$ cat config.mk
export PLATFORM = sky130hd
export DESIGN_NAME = apb_regfile_ws
export DESIGN_NICKNAME = d
export VERILOG_FILES = /design/src/rtl/apb_regfile_pkg.sv /design/src/rtl/apb_strb_reg.sv /design/src/rtl/apb_regfile_ws.sv
export SDC_FILE = /design/constraint.sdc
export NUM_CORES = 1
export LEC_CHECK = 0
export BUFFER_PORTS_ARGS = -buffer_cell sky130_fd_sc_hd__buf_4
export CORE_MARGIN = 2
export CORE_UTILIZATION = 30
export CTS_BUF_LIST = sky130_fd_sc_hd__clkbuf_16
export DETAILED_ROUTE_END_ITERATION = 10
export MAX_ROUTING_LAYER = met4
export PLACE_DENSITY_LB_ADDON = 0.12
export SYNTH_ARGS = -nofsm -noshare
export SYNTH_HDL_FRONTEND = slang
export SYNTH_SLANG_ARGS = --single-unit
$ cat constraint.sdc
create_clock -name clk -period 3.4 [get_ports clk]
set_clock_uncertainty 0.2 [all_clocks]
set_input_delay 0.68 -clock clk [delete_from_list [all_inputs] [get_ports clk]]
set_output_delay 0.68 -clock clk [all_outputs]
set_load 0.02 [all_outputs]
$ cat src/rtl/apb_regfile_pkg.sv
// Shared definitions for the APB register file.
// Contents: transfer FSM state type, wait-counter width, and the strobe-width
// helper used to size PSTRB from the data width.
package apb_regfile_pkg;

    typedef enum logic {
        ST_IDLE,
        ST_ACCESS
    } state_e;

    // Wide enough for the maximum of 15 wait states.
    localparam int unsigned CNT_W = 4;

    function automatic int unsigned strb_w(input int unsigned data_w);
        return data_w / 8;
    endfunction

endpackage

$ cat src/rtl/apb_strb_reg.sv
// One register with per-byte merge of APB write data and hardware load data.
// Ports:
//   clk_i, rst_ni   clock, asynchronous active-low reset (register clears to 0)
//   apb_we_i        APB write commits this cycle
//   apb_strb_i      byte strobes for the APB write
//   apb_wdata_i     APB write data
//   hw_we_i         hardware load enable
//   hw_wdata_i      hardware load data
//   q_o             register contents
module apb_strb_reg
    import apb_regfile_pkg::*;
#(
    parameter int unsigned DATA_W = 32,
    localparam int unsigned STRB_W = strb_w(DATA_W)
) (
    input  logic              clk_i,
    input  logic              rst_ni,
    input  logic              apb_we_i,
    input  logic [STRB_W-1:0] apb_strb_i,
    input  logic [DATA_W-1:0] apb_wdata_i,
    input  logic              hw_we_i,
    input  logic [DATA_W-1:0] hw_wdata_i,
    output logic [DATA_W-1:0] q_o
);

    logic [DATA_W-1:0] q_d;
    logic [DATA_W-1:0] q_q;

    // APB owns strobed bytes; hardware load fills every byte APB does not touch.
    always_comb begin
        q_d = q_q;
        for (int b = 0; b < int'(STRB_W); b++) begin
            if (apb_we_i && apb_strb_i[b]) begin
                q_d[b*8 +: 8] = apb_wdata_i[b*8 +: 8];
            end else if (hw_we_i) begin
                q_d[b*8 +: 8] = hw_wdata_i[b*8 +: 8];
            end
        end
    end

    always_ff @(posedge clk_i or negedge rst_ni) begin
        if (!rst_ni) begin
            q_q <= '0;
        end else begin
            q_q <= q_d;
        end
    end

    assign q_o = q_q;

endmodule

$ cat src/rtl/apb_regfile_ws.sv
// APB4 register-file slave with byte strobes, programmable wait states,
// per-register read-only mask, error response and hardware load path.
// Ports:
//   clk, rst_n        clock, asynchronous active-low reset
//   PSEL..PSTRB       APB request (PADDR is a word index)
//   PREADY, PRDATA,
//   PSLVERR           APB response, all decoded from registered state
//   reg_q             flat register export, register i at [i*DATA_W +: DATA_W]
//   hw_we, hw_wdata   hardware load enable / data, same packing as reg_q
//   wr_pulse          one-cycle pulse in the cycle after an APB write commits
module apb_regfile_ws
    import apb_regfile_pkg::*;
#(
    parameter int unsigned ADDR_W      = 4,
    parameter int unsigned DATA_W      = 32,
    parameter int unsigned N_REGS      = 8,
    parameter int unsigned WAIT_CYCLES = 0,
    parameter logic [N_REGS-1:0] RO_MASK = {N_REGS{1'b0}},
    localparam int unsigned STRB_W     = strb_w(DATA_W)
) (
    input  logic                     clk,
    input  logic                     rst_n,
    input  logic                     PSEL,
    input  logic                     PENABLE,
    input  logic                     PWRITE,
    input  logic [ADDR_W-1:0]        PADDR,
    input  logic [DATA_W-1:0]        PWDATA,
    input  logic [STRB_W-1:0]        PSTRB,
    output logic                     PREADY,
    output logic [DATA_W-1:0]        PRDATA,
    output logic                     PSLVERR,
    output logic [N_REGS*DATA_W-1:0] reg_q,
    input  logic [N_REGS-1:0]        hw_we,
    input  logic [N_REGS*DATA_W-1:0] hw_wdata,
    output logic [N_REGS-1:0]        wr_pulse
);

    state_e             state_d, state_q;
    logic [CNT_W-1:0]   cnt_d, cnt_q;
    logic               err_d, err_q;
    logic [DATA_W-1:0]  prdata_d, prdata_q;
    logic [N_REGS-1:0]  wr_pulse_d, wr_pulse_q;

    logic               addr_hit;
    logic               ro_hit;
    logic [DATA_W-1:0]  rd_word;
    logic               cnt_zero;
    logic               apb_commit;
    logic [N_REGS-1:0]  wr_sel;

    // Address decode; indices at or above N_REGS match nothing.
    always_comb begin
        addr_hit = 1'b0;
        ro_hit   = 1'b0;
        rd_word  = '0;
        for (int i = 0; i < int'(N_REGS); i++) begin
            if (PADDR == ADDR_W'(i)) begin
                addr_hit = 1'b1;
                ro_hit   = RO_MASK[i];
                rd_word  = reg_q[i*DATA_W +: DATA_W];
            end
        end
    end

    assign cnt_zero = (cnt_q == '0);

    always_comb begin
        state_d    = state_q;
        cnt_d      = cnt_q;
        err_d      = err_q;
        prdata_d   = prdata_q;
        apb_commit = 1'b0;
        unique case (state_q)
            ST_IDLE: begin
                if (PSEL && !PENABLE) begin
                    state_d = ST_ACCESS;
                    cnt_d   = CNT_W'(WAIT_CYCLES);
                    err_d   = !addr_hit || (PWRITE && ro_hit);
                    // Read data is captured at setup and held through the access phase.
                    if (!PWRITE) begin
                        prdata_d = addr_hit ? rd_word : '0;
                    end
                end
            end
            ST_ACCESS: begin
                if (!PSEL) begin
                    state_d = ST_IDLE;
                    cnt_d   = '0;
                end else if (PENABLE) begin
                    if (!cnt_zero) begin
                        cnt_d = cnt_q - CNT_W'(1);
                    end else begin
                        state_d    = ST_IDLE;
                        apb_commit = PWRITE && !err_q;
                    end
                end
            end
        endcase
    end

    always_comb begin
        wr_sel = '0;
        for (int i = 0; i < int'(N_REGS); i++) begin
            wr_sel[i] = apb_commit && (PADDR == ADDR_W'(i));
        end
    end

    assign wr_pulse_d = wr_sel;

    always_ff @(posedge clk or negedge rst_n) begin
        if (!rst_n) begin
            state_q    <= ST_IDLE;
            cnt_q      <= '0;
            err_q      <= 1'b0;
            prdata_q   <= '0;
            wr_pulse_q <= '0;
        end else begin
            state_q    <= state_d;
            cnt_q      <= cnt_d;
            err_q      <= err_d;
            prdata_q   <= prdata_d;
            wr_pulse_q <= wr_pulse_d;
        end
    end

    assign PREADY   = (state_q == ST_IDLE) || cnt_zero;
    assign PSLVERR  = (state_q == ST_ACCESS) && cnt_zero && err_q;
    assign PRDATA   = prdata_q;
    assign wr_pulse = wr_pulse_q;

    for (genvar g = 0; g < int'(N_REGS); g++) begin : g_reg
        apb_strb_reg #(
            .DATA_W(DATA_W)
        ) u_reg (
            .clk_i      (clk),
            .rst_ni     (rst_n),
            .apb_we_i   (wr_sel[g]),
            .apb_strb_i (PSTRB),
            .apb_wdata_i(PWDATA),
            .hw_we_i    (hw_we[g]),
            .hw_wdata_i (hw_wdata[g*DATA_W +: DATA_W]),
            .q_o        (reg_q[g*DATA_W +: DATA_W])
        );
    end

endmodule

==> flow_summary.ini, run 1 <==
[final_layout]
nFillCells = 5445
mostFrequentLayoutCell = buf_4
drive_gt1_share_pct = 39.7
multiInputGateArea_um2 = 8720
layout_common_cells = buf_4, dfrtp_1, mux2i_1
regArea_um2 = 7560
fin_nets = 2521
synthToLayoutAreaGrowth_pct = 39.6

[power_and_ir_drop]
powerDensity_nw_per_um2 = 464
p_leak_uw = 0.0104
peakVddDrop_uv = 294
total_power_uw = 10900

[setup_path]
crit_fanout = 6
start_kind = flop
critical_path.startpoint = cnt_q[0]
worst_setup_path_end_kind = output port
path_class = flop to output port
r2r-start = cnt_q[0]
cp_data_required_time_ns = 2.52
crit_arrival_ns = 2.14

[floorplan]
die_h_um = 241
rows = 86
coreArea_um2 = 55200
initial_core_util_pct = 30.4
die_w_um = 241
die_area_um2 = 57900
io_pins = 607

[sta]
tightest_slew_ns = 0.900
rsz0062_at_grt = false
finalHoldViolCount = 0
maxSlewHeadroom_pct = 40.0
period_share_pct = 88.8
fmax_mhz = 331
min_period_ns = 3.02
setup_viol = 0
fin_ws_ns = 0.381
setup-tns-final_ns = 0
slew_violations = 0

[clock_tree]
cts_tree = yes
cts_resized = 0
cts_inserted_buffers = 38
cts.path.max_buffers = 3
path_clk_slew_ns = 0.06
cts_root_buf = clkbuf_16
cts.hold.buffers_added = 1
post_cts_buffers = 0
insertion_delay_ns = 0.55
htree_levels = 2
cts_sinks = 302

[placed_design]
gp_congestion = 0.894
preCtsSetupSlack_ns = 0.307
post-dp-hpwl_um = 58000
numPortBuffers = 606

[yosys]
synth_cell_type_count = 48
synth-seq-cells = 302
synth_warnings = 0
syn-cell-area_um2 = 16800
yosys.area.top_type = dfrtp_1
yosys-top-cells-area = dfrtp_1, mux2i_1, mux2_2
synth_flop_cell = dfrtp_1
synth_fp_nets = 1986
synth_edf_count = 0
ys_seq_area_share_pct = 45.0
synth_top_area_share_pct = 45.0
synth-async-reset-ratio_pct = 100
synth.avg_cell_area_um2 = 10.0
synthCells = 1676

[route]
ant_nets = 0
drtIter0Drc = 1269
first_pass_iters = 5
wirelength_um = 79600
drc_errors = 0
avgViaCountPerCell = 5.20
post_drt_wl_per_cell_um = 26.6
vias = 15500

[global_routing]
track_usage_pct = 27.8
grt-ovfl-total = 0
grt_pass1_vias = 15900
grt_pass1_wl_um = 113000
grt_max_degree = 77
grt_antenna_before_repair = 5

[hold_path]
hold_path_class = primary input to flop
min_from = PWDATA[8]

[run]
maxCapViolations = 0

[outcome]
status = finished clean
[power by group]
part | switching (uW) | internal [uW] | total (uW)
combinational | 1460 | 1160 | 2620
sequential | 405 | 3960 | 4370
clock | 1660 | 2230 | 3890
[synth_stat cells (all sizes together), types with 6 or more instances]
master and number:
nor3 6, nor2b 9, a21oi 17, o21a 24, buf 42, o21ai 204
clkbuf 120, mux2 133, dfrtp 302, nor2 130, nand4b 7, mux2i 256
nand3 14, nor4 26, nand2 229, o211ai 54, o32ai 24, o221ai 28
[stage by stage]
step	area (um^2)	util [%]	instances	hold WS, ns
after detailed placement	22300	40.3	2918	0.284
final	23400	42.5	2990	0.207
after CTS	23400	42.5	2985	0.170
after floorplan	16800	-	1676	0.184
after global placement	22300	40.3	2918	0.280
after global routing	23400	42.5	2990	0.192
[state kept, by name, summed over array words and instances (netlist names)]
| name | count |
|---|---|
| PRDATA | 32 |
| state_q | 1 |
| err_q | 1 |
| wr_pulse | 8 |
| cnt_q | 4 |
| g.u_reg.q_o | 256 |
[final cells by class]
type                            instances  area share, %
Tap cell                              748           3.99
Timing Repair Buffer                  657           21.5
Sequential cell                       302           32.2
Clock buffer                           39           4.16
Inverter                                4         0.0640
Clock inverter                         27          0.768
Antenna cell                            5         0.0534
Multi-Input combinational cell       1208           37.2
[path summary, 6_finish.rpt]
check / to / cells after the start / slack [ns]
setup / recovery: PSLVERR / 5 / 0.38
hold / removal: g_reg[3].u_reg.q_o[8] / 3 / 0.21
setup reg to reg: g_reg[5].u_reg.q_o[9] / 6 / 0.56
hold reg to reg: PRDATA[24] / 1 / 0.29
max in group asynchronous: cnt_q[3] / 3 / 1.49
min in group asynchronous: g_reg[1].u_reg.q_o[12] / 2 / 0.51
[metal layers]
| metal | vias to the layer above | track usage (%) | routed length [um] |
|---|---|---|---|
| li1 | 7105 | - | - |
| met1 | 7771 | 36.0 | 34600 |
| met2 | 554 | 45.2 | 38700 |
| met3 | 111 | 3.98 | 4240 |
| met4 | 0 | 7.96 | 2050 |
| met5 | - | - | 0 |
[critical path, stage by stage (launching register included)]
cell and delay [ns]:
dfrtp_1 0.40, inv_1 0.06, ha_1 0.24, or3b_2 0.54, nor2_1 0.17, buf_4 0.19
[logic make-up after synthesis]
family / count (synthesis) / share of synthesized area (%)
mux: 389 / 24.2
compound gates: 376 / 14.0
fa+ha+maj: 1 / 0.0745
simple gates: 442 / 12.8
buf+inv: 166 / 3.97
flops: 302 / 45.0
(Power assumes the default switching activity.)
==> run 2: changes to the inputs <==
==> constraint.sdc (replaced) <==
create_clock -name clk -period 3.26 [get_ports clk]
set_clock_uncertainty 0.2 [all_clocks]
set_input_delay 0.652 -clock clk [delete_from_list [all_inputs] [get_ports clk]]
set_output_delay 0.652 -clock clk [all_outputs]
set_load 0.02 [all_outputs]
==> run 2 against run 1 <==
First-iteration DRC count is 3.6% higher. Die area is the same. Flip-flop and latch count unchanged. Combinational power is 5% higher. Non-clock buffer count is 2 higher. Register-to-register slack got worse by 0.11 ns. Wire length rose by 1.6%. Final area about the same. Critical path type unchanged. Largest cell class unchanged.
==> flow_summary.ini, run 2 (synthesis results as in run 1) <==
[run]
maxCapViolations = 0

[power_and_ir_drop]
powerDensity_nw_per_um2 = 482
total_power_uw = 11300
peakVddDrop_uv = 303
p_leak_uw = 0.0104

[sta]
setup-tns-final_ns = 0
period_share_pct = 93.2
rsz0062_at_grt = false
finalHoldViolCount = 0
tightest_slew_ns = 0.884
fmax_mhz = 329
setup_viol = 0
slew_violations = 0
min_period_ns = 3.04
maxSlewHeadroom_pct = 39.5
hold_slack_ns = 0.187

[clock_tree]
insertion_delay_ns = 0.55
post_cts_buffers = 0
cts_inserted_buffers = 39
cts_sinks = 302
cts_tree = yes
cts_resized = 0
cts_root_buf = clkbuf_16
path_clk_slew_ns = 0.06
htree_levels = 2
cts.hold.buffers_added = 1
cts.path.max_buffers = 3

[final_layout]
synthToLayoutAreaGrowth_pct = 39.6
drive_gt1_share_pct = 39.6
mostFrequentLayoutCell = buf_4
nFillCells = 5431
largest_reg_flops = 256
regArea_um2 = 7560
final_area_um2 = 23400
layout_common_cells = buf_4, dfrtp_1, mux2i_1
fin_nets = 2524
final_cells = 2989
multiInputGateArea_um2 = 8720

[floorplan]
die_h_um = 241
io_pins = 607
die_area_um2 = 57900
die_w_um = 241
coreArea_um2 = 55200
rows = 86
initial_core_util_pct = 30.4

[route]
avgViaCountPerCell = 5.26
wirelength_um = 80800
first_pass_iters = 5
ant_nets = 0
drc_errors = 0
post_drt_wl_per_cell_um = 27.0
vias = 15700
drtIter0Drc = 1315

[hold_path]
hold_path_class = primary input to flop

[setup_path]
worst_setup_path_end_kind = output port
crit_fanout = 6
cp_data_required_time_ns = 2.41
path_class = flop to output port
crit_arrival_ns = 2.19
start_kind = flop

[global_routing]
grt_max_degree = 78
grt_use_met3_pct = 3.97
busiest_layer = met2
met1_usage_pct = 36.9
grt_pass1_wl_um = 115000
grt-ovfl-total = 0
met2_usage_pct = 45.2
track_usage_pct = 28.1
grt_antenna_before_repair = 3
grt_pass1_vias = 16100

[placed_design]
post-dp-hpwl_um = 58500
numPortBuffers = 606
place_area_um2 = 22300
gp_congestion = 0.892
place_inst = 2920

[outcome]
status = finished clean
## run 2: changes by cell type in the layout (fill, tap and decap cells not counted), sizes merged
cell and delta:
buf +2, clkbuf +2, diode -2, bufinv -2
inv -1
## run 2: worst max-delay path: stages (launching register included)
cell     delay [ns]
dfrtp_1        0.41
inv_1          0.07
ha_1           0.23
or3b_2         0.54
nor2_1         0.20
buf_4          0.20
## run 2: layer usage
layer	wire length, um	vias up
li1	-	7123
met4	2150	0
met2	38800	669
met1	34900	7808
met3	4980	133
met5	0	-
## run 2: power breakdown
| group | internal [uW] | switching (uW) | total [uW] |
|---|---|---|---|
| Combinational | 1210 | 1530 | 2740 |
| Sequential | 4130 | 425 | 4560 |
| Clock | 2260 | 1760 | 4020 |
## run 2: stage by stage
| step | utilization [%] | setup slack (ns) |
|---|---|---|
| 3_5_place_dp | 40.4 | 0.316 |
| 5_1_grt | 42.5 | 0.125 |
| 3_3_place_gp | 40.4 | 0.379 |
| 6_report | 42.5 | 0.220 |
| 4_1_cts | 42.5 | 0.182 |
| 2_1_floorplan | - | 0.752 |
## run 2: area by class of cell
type	count	area share, %
diodes	3	0.0320
clock buffers	41	4.38
clock inverters	24	0.502
inverters	4	0.0640
multi-input cells	1208	37.2
flip-flops and latches	302	32.2
well taps	748	3.99
repair buffers	659	21.6
## run 2: final timing paths
kind / cells past startpoint / from / end / slack (ns)
min in group asynchronous: 2 / rst_n / g_reg[3].u_reg.q_o[9] / 0.42
max in group asynchronous: 3 / rst_n / g_reg[2].u_reg.q_o[27] / 1.53
worst max-delay path: 5 / cnt_q[0] / PSLVERR / 0.22
worst min-delay path: 3 / hw_wdata[125] / g_reg[3].u_reg.q_o[29] / 0.19
worst min register to register: 2 / PRDATA[8] / PRDATA[8] / 0.30
worst max register to register: 6 / cnt_q[0] / g_reg[5].u_reg.q_o[5] / 0.45
